`src/rtl/alu_issue_sequencer.sv`:
```
// ALU issue sequencer: in-order request FIFO feeding a handshake-less ALU.
// Optional: define ALU_DIV0_TRAP_EN to reject integer divide-by-zero.
module alu_issue_sequencer #(
  parameter int DEPTH = 4,
  parameter int TAG_W = 5
) (
  input  logic                     clk_i,
  input  logic                     rst_i,
  input  logic                     req_valid_i,
  output logic                     req_ready_o,
  input  logic [31:0]              req_data1_i,
  input  logic [31:0]              req_data2_i,
  input  logic                     req_type_i,
  input  logic [2:0]               req_op_i,
  input  logic [TAG_W-1:0]         req_tag_i,
  output logic [31:0]              alu_data1_o,
  output logic [31:0]              alu_data2_o,
  output logic                     alu_type_o,
  output logic [2:0]               alu_ctrl_o,
  input  logic [31:0]              alu_data_i,
  input  logic                     alu_zero_i,
  output logic                     rsp_valid_o,
  input  logic                     rsp_ready_i,
  output logic [31:0]              rsp_data_o,
  output logic                     rsp_zero_o,
  output logic [TAG_W-1:0]         rsp_tag_o,
  output logic                     rsp_err_o,
  output logic [$clog2(DEPTH):0]   count_o
);

  localparam int AW = $clog2(DEPTH);
  localparam int CW = AW + 1;

  typedef struct packed {
    logic [31:0]      d1;
    logic [31:0]      d2;
    logic             typ;
    logic [2:0]       op;
    logic [TAG_W-1:0] tag;
  } req_t;

  typedef enum logic [1:0] {
    IDLE,
    ISSUE,
    WAIT,
    RESP
  } state_t;

  state_t           state, state_nxt;
  req_t             mem [DEPTH];
  req_t             head;
  logic [AW-1:0]    wr_ptr, rd_ptr;
  logic [CW-1:0]    count;
  logic [TAG_W-1:0] tag_q;
  logic             push, pop;
  logic             op_ok, trap;
  logic             issue, reject;

  assign head        = mem[rd_ptr];
  assign req_ready_o = (count < CW'(DEPTH));
  assign count_o     = count;
  assign push        = req_valid_i && req_ready_o;
  assign pop         = (state == IDLE) && (count != '0);

  always_comb begin
    op_ok = 1'b0;
    unique case (head.op)
      3'b001, 3'b010,
      3'b011, 3'b100: op_ok = 1'b1;
      default:        op_ok = 1'b0;
    endcase
  end

`ifdef ALU_DIV0_TRAP_EN
  assign trap = head.typ && (head.op == 3'b100) &&
                (head.d2 == 32'd0);
`else
  assign trap = 1'b0;
`endif

  assign issue  = pop && op_ok && !trap;
  assign reject = pop && !issue;

  always_comb begin
    state_nxt = state;
    unique case (state)
      IDLE: begin
        if (issue)
          state_nxt = ISSUE;
        else if (reject)
          state_nxt = RESP;
      end
      ISSUE: state_nxt = WAIT;
      WAIT:  state_nxt = RESP;
      RESP: begin
        if (rsp_ready_i)
          state_nxt = IDLE;
      end
      default: state_nxt = IDLE;
    endcase
  end

  always_ff @(posedge clk_i) begin
    if (rst_i)
      state <= IDLE;
    else
      state <= state_nxt;
  end

  // Storage needs no reset; occupancy is tracked by count.
  always_ff @(posedge clk_i) begin
    if (push)
      mem[wr_ptr] <= '{d1:  req_data1_i,
                       d2:  req_data2_i,
                       typ: req_type_i,
                       op:  req_op_i,
                       tag: req_tag_i};
  end

  always_ff @(posedge clk_i) begin
    if (rst_i) begin
      wr_ptr <= '0;
      rd_ptr <= '0;
      count  <= '0;
    end else begin
      if (push)
        wr_ptr <= wr_ptr + 1'b1;
      if (pop)
        rd_ptr <= rd_ptr + 1'b1;
      if (push && !pop)
        count <= count + 1'b1;
      else if (pop && !push)
        count <= count - 1'b1;
    end
  end

  always_ff @(posedge clk_i) begin
    if (rst_i) begin
      alu_data1_o <= '0;
      alu_data2_o <= '0;
      alu_type_o  <= 1'b0;
      alu_ctrl_o  <= 3'b000;
      tag_q       <= '0;
    end else if (issue) begin
      alu_data1_o <= head.d1;
      alu_data2_o <= head.d2;
      alu_type_o  <= head.typ;
      alu_ctrl_o  <= head.op;
      tag_q       <= head.tag;
    end
  end

  always_ff @(posedge clk_i) begin
    if (rst_i) begin
      rsp_valid_o <= 1'b0;
      rsp_data_o  <= '0;
      rsp_zero_o  <= 1'b0;
      rsp_tag_o   <= '0;
      rsp_err_o   <= 1'b0;
    end else if (state == WAIT) begin
      rsp_valid_o <= 1'b1;
      rsp_data_o  <= alu_data_i;
      rsp_zero_o  <= alu_zero_i;
      rsp_tag_o   <= tag_q;
      rsp_err_o   <= 1'b0;
    end else if (reject) begin
      rsp_valid_o <= 1'b1;
      rsp_data_o  <= trap ? 32'hFFFF_FFFF : 32'd0;
      rsp_zero_o  <= 1'b0;
      rsp_tag_o   <= head.tag;
      rsp_err_o   <= 1'b1;
    end else if (state == RESP && rsp_ready_i) begin
      rsp_valid_o <= 1'b0;
    end
  end

endmodule

```
`config.mk`:
```
export PLATFORM = sky130hd
export DESIGN_NAME = alu_issue_sequencer
export DESIGN_NICKNAME = d
export VERILOG_FILES = /design/src/rtl/alu_issue_sequencer.sv
export SDC_FILE = /design/constraint.sdc
export NUM_CORES = 1
export LEC_CHECK = 0
export BUFFER_PORTS_ARGS = -buffer_cell sky130_fd_sc_hd__buf_2
export CAP_MARGIN = 20
export CORE_MARGIN = 2
export CORE_UTILIZATION = 40
export CTS_CLUSTER_SIZE = 14
export DETAILED_ROUTE_END_ITERATION = 12
export SLEW_MARGIN = 20
export SYNTH_ARGS = -nofsm -noshare
export SYNTH_HDL_FRONTEND = slang
export SYNTH_SLANG_ARGS = --single-unit
export TNS_END_PERCENT = 5
```
`constraint.sdc`:
```
create_clock -name clk_i -period 4.2 [get_ports clk_i]
set_input_delay 1.05 -clock clk_i [delete_from_list [all_inputs] [get_ports clk_i]]
set_output_delay 1.05 -clock clk_i [all_outputs]
set_load 0.02 [all_outputs]
```
==> flow_metrics.tcl, run 1 <==
set metrics [dict create \
    die_h_um 203 \
    ant_nets 0 \
    path_max_fanout 40 \
    synth_commonest_cells "292 x edfxtp_1, 124 x dfxtp_1, 116 x a21oi_1" \
    startpoint_type "flop" \
    synthMuxAreaShare 0.105 \
    syn_inst 987 \
    whs_ns 0.463 \
    vias 9639 \
    yosysMostFrequentCell "edfxtp_1" \
    row_count 72 \
    critical_path_class "reg2reg" \
    tns_ns 0 \
    synth-seq-cells 416 \
    cts_tree "done" \
    cts_made_buffers 45 \
    syn_to_final_growth_pct 19.3 \
    synth_compound_area_frac 0.0817 \
    avgSynthCellArea_um2 16.0 \
    postRouteWirelength_um 38700 \
    cts_hold_buf 0 \
    start_util 0.407 \
    rsz0062_at_grt "no" \
    clock_latency_ns 0.56 \
    period_share 0.668 \
    synth_top_family_by_area "multiplexers" \
    fmaxAchievable_mhz 357 \
    layout-drive-gt1-share 0.320 \
    synthesis.area_um2 15800 \
    arrival_ns 3.24 \
    critPathCapture "rsp_tag_o[1]" \
    ys_async_sr_fraction 0 \
    final-hold-violation-count 0 \
    syn_nets 1107 \
    pwr_density_cell_nw_per_um2 659 \
    ys_types 36 \
    cts-root-buf "clkbuf_16" \
    die_x_um 203 \
    grt_max_degree 77 \
    slew_headroom 0.282 \
    skew_ns 0.0121 \
    cp_slowest_cell "or4_4" \
    max_slew.worst_pin.slew_ns 1.08 \
    yosysWarnings 0 \
    grt_pass1_vias 9902 \
    setup_viol 0 \
    synthAdderAreaFrac 0.00838 \
    ir_drop_mv 0.369 \
    period_minus_slack_ns 2.80 \
    cell_internal_pwr_mw 8.38 \
    p_switching_mw 4.06 \
    yosys.area_share.simple 0.0642 \
    synthTopCellsByArea "edfxtp_1 55%, dfxtp_1 16%, mux4_2 10%, a21oi_1 3.7%, o31ai_1 3.4%" \
    rr_endpoint "rsp_tag_o[1]" \
    ctsLongestPathBuffers 3 \
    core_area_um2 38800 \
    ios 222 \
    hold_path_class "reg2reg" \
    clkTransAtPathRegs_ns 0.06 \
    slowest_delay_ns 0.79 \
    postCtsSetupRepairBufs 0 \
    required_ns 4.64 \
    drc 0 \
    p_clk_frac 0.306 \
    cts.sinks 416 \
    worstSetupEndpointType "flop" \
    ctsResizeCount 0 \
    netlist.area_leader.share 0.554 \
    crit_chain "mux4_2 -> or4_4 -> a211o_1 -> o311a_1" \
    synth_edf_count 292 \
    maxCapViolCount 0 \
    dpl.hpwl_um 22000 \
    htree_levels 2 \
    synth_xor_area_frac 0.00277 \
    r2r_slack_ns 1.40 \
    gp_congestion 0.748 \
    switching_share 0.327 \
    first_pass_iters 5 \
    synth_top_cell_by_area "edfxtp_1" \
    synthFlopType "edfxtp_1" \
    wl_per_cell_um 22.3 \
    reg2regPathDepth 4 \
    yosysSeqAreaShare 0.711 \
    comb_power_share 0.268 \
    antenna_found_initial 9 \
    num-nets-final 1297 \
    dieArea_um2 41200 \
    io_buffer_count 221 \
    p_leak_nw 6.53 \
    grt_pass1_wl_um 59600 \
    grt_util_all_layers 0.189 \
    slew_viol_final 0 \
    grt_overflow 0 \
    drtIter0Drc 700 \
    vias_per_cell 5.55 \
    outcome "finished clean" \
    seqPwrFrac 0.427 \
]
## stage by stage
step                      instance area, µm²  std cells  worst slack (ns)  total power, mW   util
after floorplan                        15800        987             0.617             7.62      -
after global placement                 17400       1648              1.21             8.72  0.449
after detailed placement               17400       1648              1.14             8.76  0.449
after CTS                              18900       1732              1.35             12.6  0.485
after global routing                   18900       1734              1.24             13.0  0.486
final                                  18900       1737              1.40             12.4  0.486
## layout by cell type, fill, tap and decap left out, types with 11 or more instances in the layout
cell,count
buf_2,220
inv_1,11
mux4_2,73
nand4b_1,33
o31ai_1,72
a21oi_1,116
dfxtp_1,122
nand2_1,37
nand4_1,72
edfxtp_1,292
clkbuf_16,47
clkinv_1,11
buf_4,11
nor2_1,11
## critical path, delay by kind of cell (launching register included)
family	cells	cell delay, ns
mux	1	0.71
simple gates	1	0.79
flops	1	0.67
compound gates	2	0.50
## final cells by class
class,instances,area [µm²]
fill,3338,20000
sequential,416,11300
multi-input combinational,465,4180
timing repair buffer,237,1290
clock buffer,60,1260
tap,518,648
clock inverter,24,160
inverter,12,45.0
antenna,5,12.5
## cells by family after synthesis
| family | Yosys count |
|---|---|
| AND/OR/NAND/NOR | 167 |
| multiplexers | 74 |
| AO/OA/AOI/OAI | 209 |
| buffers and inverters | 106 |
| flip-flops | 416 |
| adder cells (fa/ha/maj) | 10 |
| XOR/XNOR | 5 |
## worst min path at each step
stage	from	end	slack, ns	cells past startpoint
after floorplan	tag_q[0]	tag_q[0]	0.45	2
after global placement	rsp_err_o	rsp_err_o	0.45	1
after detailed placement	rsp_err_o	rsp_err_o	0.45	1
after CTS	rsp_err_o	rsp_err_o	0.46	1
after global routing	alu_data2_o[0]	alu_data2_o[0]	0.48	2
final	rsp_err_o	rsp_err_o	0.46	1
## flip-flops by register name (all words and copies together), names as in the netlist, named ones only
| name | count |
|---|---|
| wr_ptr | 2 |
| mem | 292 |
| state | 2 |
| rsp_valid_o | 1 |
| rsp_zero_o | 1 |
| alu_ctrl_o | 3 |
| count_o | 3 |
| alu_type_o | 1 |
| rsp_data_o | 32 |
| rsp_err_o | 1 |
| tag_q | 5 |
| rd_ptr | 2 |
| alu_data2_o | 32 |
| rsp_tag_o | 5 |
| alu_data1_o | 32 |
## routing by layer
metal / routed length, µm / global-route usage
met5: 36 / 0
met4: 728 / 0.0550
met3: 2510 / 0.0464
met2: 18800 / 0.315
met1: 16600 / 0.247
## power by group through the flow
stage	clock network, mW	registers [mW]	logic, mW
floorplan	0	5.63	1.98
global placement	0	5.38	3.33
detailed placement	0	5.40	3.36
CTS	3.89	5.32	3.37
global route	4.05	5.38	3.61
finish	3.80	5.31	3.33
No activity file was read; power rests on OpenSTA's default activity.
==> run 2: changes to the inputs <==
--- a/config.mk
+++ b/config.mk
@@ -5,6 +5,7 @@
 export SDC_FILE = /design/constraint.sdc
 export NUM_CORES = 1
 export LEC_CHECK = 0
+export ABC_AREA = 1
 export BUFFER_PORTS_ARGS = -buffer_cell sky130_fd_sc_hd__buf_2
 export CAP_MARGIN = 20
 export CORE_MARGIN = 2
==> constraint.sdc (replaced) <==
create_clock -name clk_i -period 2.6 [get_ports clk_i]
set_input_delay 0.65 -clock clk_i [delete_from_list [all_inputs] [get_ports clk_i]]
set_output_delay 0.65 -clock clk_i [all_outputs]
set_load 0.02 [all_outputs]
==> run 2 against run 1 <==
Compared with the run above: synthesized area down 1.7%; sequential share of layout area up 0.58 points; design area down 0.99%; sequential power increased by 63%; clock skew rose by 0.0034 ns; flip-flop and latch count unchanged; first-iteration DRC count rose by 1.4%; largest cell class unchanged.
==> flow_metrics.tcl, run 2 <==
set metrics [dict create \
    outcome "finished clean" \
    ir_drop_mv 0.590 \
    ff_latch_area_um2 11300 \
    grt_overflow 0 \
    die_x_um 201 \
    ctsResizeCount 0 \
    pwr_density_cell_nw_per_um2 1150 \
    grt_max_degree 107 \
    ios 222 \
    final_area_um2 18700 \
    placedInstanceArea_um2 17300 \
    synthesis.area_um2 15600 \
    cts_hold_buf 0 \
    whs_ns 0.305 \
    first_pass_iters 4 \
    yosysWarnings 0 \
    required_ns 3.06 \
    vias_per_cell 5.09 \
    synth_edf_count 292 \
    htree_levels 2 \
    ys_types 22 \
    arrival_ns 2.58 \
    dieArea_um2 40500 \
    start_util 0.404 \
    grt_pass1_wl_um 58900 \
    p_leak_nw 6.93 \
    final-hold-violation-count 0 \
    drtIter0Drc 710 \
    synthFlopType "edfxtp_1" \
    skew_ns 0.0155 \
    num-nets-final 1657 \
    fmaxAchievable_mhz 473 \
    io_buffer_count 221 \
    ys_async_sr_fraction 0 \
    synth_commonest_cells "292 x edfxtp_1, 171 x nand2_1, 148 x o21ai_0" \
    cts.sinks 416 \
    ant_nets 0 \
    period_share 0.813 \
    postRouteWirelength_um 38100 \
    final_common_cell "edfxtp_1" \
    wl_per_cell_um 18.2 \
    syn_inst 1336 \
    rsz0062_at_grt "no" \
    clkTransAtPathRegs_ns 0.06 \
    synth_top_cell_by_area "edfxtp_1" \
    synthTopCellsByArea "edfxtp_1 56%, dfxtp_1 16%, o21ai_0 4.8%, nand2_1 4.1%, a21oi_1 3.9%" \
    cts_made_buffers 44 \
    clock_latency_ns 0.56 \
    vias 10655 \
    layout-drive-gt1-share 0.209 \
    grt_pass1_vias 10332 \
    top_register "mem" \
    grt_util_all_layers 0.187 \
    mostFrequentLayoutCells "292 x edfxtp_1, 220 x buf_2, 170 x nand2_1" \
    dpl.hpwl_um 21800 \
    slew_viol_final 0 \
    startpoint_type "flop" \
    hold_path_class "in2reg" \
    fillerInstances 3460 \
    largest_register_ffs 292 \
    die_h_um 201 \
    fin_util 0.486 \
    gp_congestion 0.809 \
    multi_input_comb_area_um2 3770 \
    syn_nets 1456 \
    yosysMostFrequentCell "edfxtp_1" \
    core_area_um2 38500 \
    critical_path_class "reg2reg" \
    avgSynthCellArea_um2 11.6 \
    syn_to_final_growth_pct 20.1 \
    postCtsSetupRepairBufs 0 \
    worstSetupEndpointType "flop" \
    antenna_found_initial 7 \
    max_slew.worst_pin.slew_ns 0.900 \
    row_count 72 \
    synth-seq-cells 416 \
    cts-root-buf "clkbuf_16" \
    cts_tree "done" \
    yosysSeqAreaShare 0.723 \
    netlist.area_leader.share 0.564 \
    slew_headroom 0.400 \
    setup_viol 0 \
    drc 0 \
    path_max_fanout 25 \
    maxCapViolCount 0 \
    ctsLongestPathBuffers 3 \
    period_minus_slack_ns 2.11 \
]
[run 2: changes by cell type in the layout (fill, tap and decap cells not counted), moves of 21 or more]
cell | before | now
inv_1 | 11 | 32
mux4_2 | 73 | 0
nand2_1 | 37 | 170
nand3_1 | 0 | 120
nand4_1 | 72 | 2
nand4b_1 | 33 | 0
nor2_1 | 11 | 141
o21ai_0 | 2 | 148
o22ai_1 | 0 | 66
o31ai_1 | 72 | 0
[run 2: worst paths after layout]
kind / start / endpoint / slack [ns] / cells past startpoint
setup / recovery: flop / alu_data1_o[26] / 0.49 / 10
hold reg to reg: rsp_err_o / rsp_err_o / 0.45 / 2
hold / removal: req_data1_i[26] / mem[3][67] / 0.31 / 1
setup reg to reg: flop / alu_data1_o[26] / 0.49 / 10
[run 2: cells by family after synthesis]
logic type,Yosys count,synth area share
DFF,416,0.723
AOI/OAI and AO/OA,338,0.114
and+or+nand+nor,440,0.117
adders and majority gates,10,0.00853
buffers and inverters,132,0.0369
[run 2: metal layers]
metal  track usage  wire length [µm]  vias up
li1              -                 -     5176
met1         0.240             16600     5119
met2         0.314             18300      291
met3        0.0398              2310       61
met4        0.0625               841        8
met5             0                54        -
[run 2: area by class of cell]
class,count,area share
repair buffers,251,0.0788
clock inverters,17,0.00750
clock buffers,65,0.0670
well taps,518,0.0347
inverters,36,0.00737
multi-input cells,788,0.202
flip-flops and latches,416,0.603
diodes,3,0.000402
[run 2: per-stage QoR]
step                      TNS (ns)  instances  setup slack [ns]  power (mW)
after floorplan            -174.49       1336            -0.598        13.3
after global placement           0       2009             0.460        15.6
after detailed placement         0       2009             0.459        15.7
after CTS                        0       2091             0.447        21.7
after global routing             0       2092             0.248        22.7
final                            0       2094             0.485        21.5
[run 2: worst max-delay path, stage by stage (launching register included)]
cell     delay, ns
dfxtp_2       0.38
inv_2         0.26
nand3_1       0.16
nand2_1       0.12
nand2_1       0.06
nand2_1       0.13
nand2_4       0.21
nand2_4       0.14
buf_4         0.32
nand2_1       0.08
a21oi_1       0.16
[run 2: report_power, final]
group	switching, mW	internal (mW)	total, mW
Clock	2.47	3.54	6.01
Sequential	0.473	8.16	8.63
Combinational	4.78	2.05	6.82
Total	7.72	13.7	21.5
==> run 3: changes to the inputs <==
==> constraint.sdc (replaced) <==
create_clock -name clk_i -period 2.1 [get_ports clk_i]
set_input_delay 0.525 -clock clk_i [delete_from_list [all_inputs] [get_ports clk_i]]
set_output_delay 0.525 -clock clk_i [all_outputs]
set_load 0.02 [all_outputs]
==> run 3 against run 2 <==
Compared with the run above: critical path depth unchanged; design area up 0.98%; register-to-register slack worse by 0.36 ns; fmax up 7.2%; total power up 25%; hold slack worse by 0.13 ns; highest routed layer unchanged; routed wire length up 2.7%; first-iteration DRC count up 15%.
==> flow_metrics.tcl, run 3 (same netlist as run 2, synthesis figures left out) <==
set metrics [dict create \
    ff_latch_area_um2 11300 \
    cp_slowest_cell "dfxtp_4" \
    hold_path_class "in2reg" \
    io_buffer_count 221 \
    arrival_ns 2.37 \
    fmaxAchievable_mhz 507 \
    dp_cells 2021 \
    core_area_um2 38500 \
    first_pass_iters 5 \
    period_share 0.939 \
    critical_path_class "reg2reg" \
    crit_chain "inv_4 -> nand2_1 -> nand3_1 -> nand2_1 -> nand2_1 -> nand2_1 -> nand3_2 -> buf_4 -> nand3_1 -> a21oi_1" \
    dpl.hpwl_um 22300 \
    skew_ns 0.0169 \
    grt_util_all_layers 0.194 \
    row_count 72 \
    reg2regPathDepth 10 \
    maxCapViolCount 0 \
    path_max_fanout 22 \
    syn_to_final_growth_pct 21.3 \
    cts.sinks 416 \
    postRouteWirelength_um 39100 \
    ctsLongestPathBuffers 3 \
    multi_input_comb_area_um2 3780 \
    max_slew.worst_pin.slew_ns 0.662 \
    antenna_found_initial 9 \
    drtIter0Drc 817 \
    cp_top_family "simple AND/OR/NAND/NOR gates" \
    htree_levels 2 \
    clock_latency_ns 0.56 \
    grt_pass1_wl_um 61000 \
    holdPathStages 1 \
    clkTransAtPathRegs_ns 0.06 \
    vias_per_cell 5.17 \
    ios 222 \
    postCtsSetupRepairBufs 0 \
    die_h_um 201 \
    ctsResizeCount 0 \
    grt_overflow 0 \
    ant_nets 0 \
    cts_hold_buf 0 \
    gp_congestion 0.796 \
    required_ns 2.50 \
    cts_tree "done" \
    slew_headroom 0.559 \
    vias 10888 \
    r2r_slack_ns 0.13 \
    mostFrequentLayoutCells "292 x edfxtp_1, 220 x buf_2, 169 x nand2_1" \
    pwr_density_cell_nw_per_um2 1420 \
    layout-drive-gt1-share 0.211 \
    drc 0 \
    critPathBufInv 2 \
    period_minus_slack_ns 1.97 \
    num-nets-final 1669 \
    cts-root-buf "clkbuf_16" \
    worstSetupEndpointType "flop" \
    final_area_um2 18900 \
    min_from "req_data1_i[26]" \
    wl_per_cell_um 18.6 \
    start_util 0.404 \
    placedInstanceArea_um2 17500 \
    largest_register_ffs 292 \
    grt_max_degree 113 \
    p_leak_nw 6.98 \
    top_register "mem" \
    outcome "finished clean" \
    slew_viol_final 0 \
    final-hold-violation-count 0 \
    dieArea_um2 40500 \
    fin_cells 2107 \
    cp_common_cell "nand2_1" \
    slowest_delay_ns 0.50 \
    cts_made_buffers 44 \
    fillerInstances 3497 \
    rsz0062_at_grt "yes" \
    setup_viol 0 \
    crit_cells 10 \
    grt_pass1_vias 10754 \
    die_x_um 201 \
    final_common_cell "edfxtp_1" \
    startpoint_type "flop" \
    ir_drop_mv 0.940 \
]
## run 3: metrics by stage
| step | TNS, ns | worst slack, ns | hold WS, ns | utilization | power [mW] |
|---|---|---|---|---|---|
| final | 0 | 0.127 | 0.176 | 0.490 | 26.8 |
| after global routing | -0.00540 | -0.00399 | 0.159 | 0.490 | 28.4 |
| after CTS | 0 | 0.142 | 0.143 | 0.490 | 27.1 |
| after detailed placement | 0 | 0.150 | 0.449 | 0.454 | 19.6 |
| after global placement | 0 | 0.165 | 0.437 | 0.454 | 19.5 |
| after floorplan | -1.23 | -0.0120 | 0.436 | - | 16.5 |
## run 3: routing by layer
layer / GRT usage / part of all wire / vias to the layer above / wire length [µm]
met5: 0 / 0.0011 / - / 43
met3: 0.0379 / 0.061 / 85 / 2380
met4: 0.0861 / 0.032 / 6 / 1270
li1: - / - / 5203 / -
met1: 0.251 / 0.44 / 5243 / 17100
met2: 0.318 / 0.47 / 351 / 18300
## run 3: path summary, 6_finish.rpt
check,to
min,mem[0][67]
min reg2reg,alu_data1_o[11]
max reg2reg,rsp_data_o[23]
max,rsp_data_o[23]
## run 3: final cells by class
class / count / area share
antenna: 6 / 0.000796
clock buffer: 66 / 0.0660
clock inverter: 14 / 0.00617
inverter: 36 / 0.00749
multi-input combinational: 788 / 0.201
sequential: 416 / 0.597
tap: 518 / 0.0344
timing repair buffer: 263 / 0.0878
## run 3: where the power goes
| part | switching, mW | leakage [nW] | total, mW | internal, mW |
|---|---|---|---|---|
| sequential | 0.572 | 3.68 | 10.7 | 10.1 |
| combinational | 6.09 | 2.64 | 8.75 | 2.66 |
| clock | 3.06 | 0.655 | 7.39 | 4.33 |
| total | 9.72 | 6.98 | 26.8 | 17.1 |
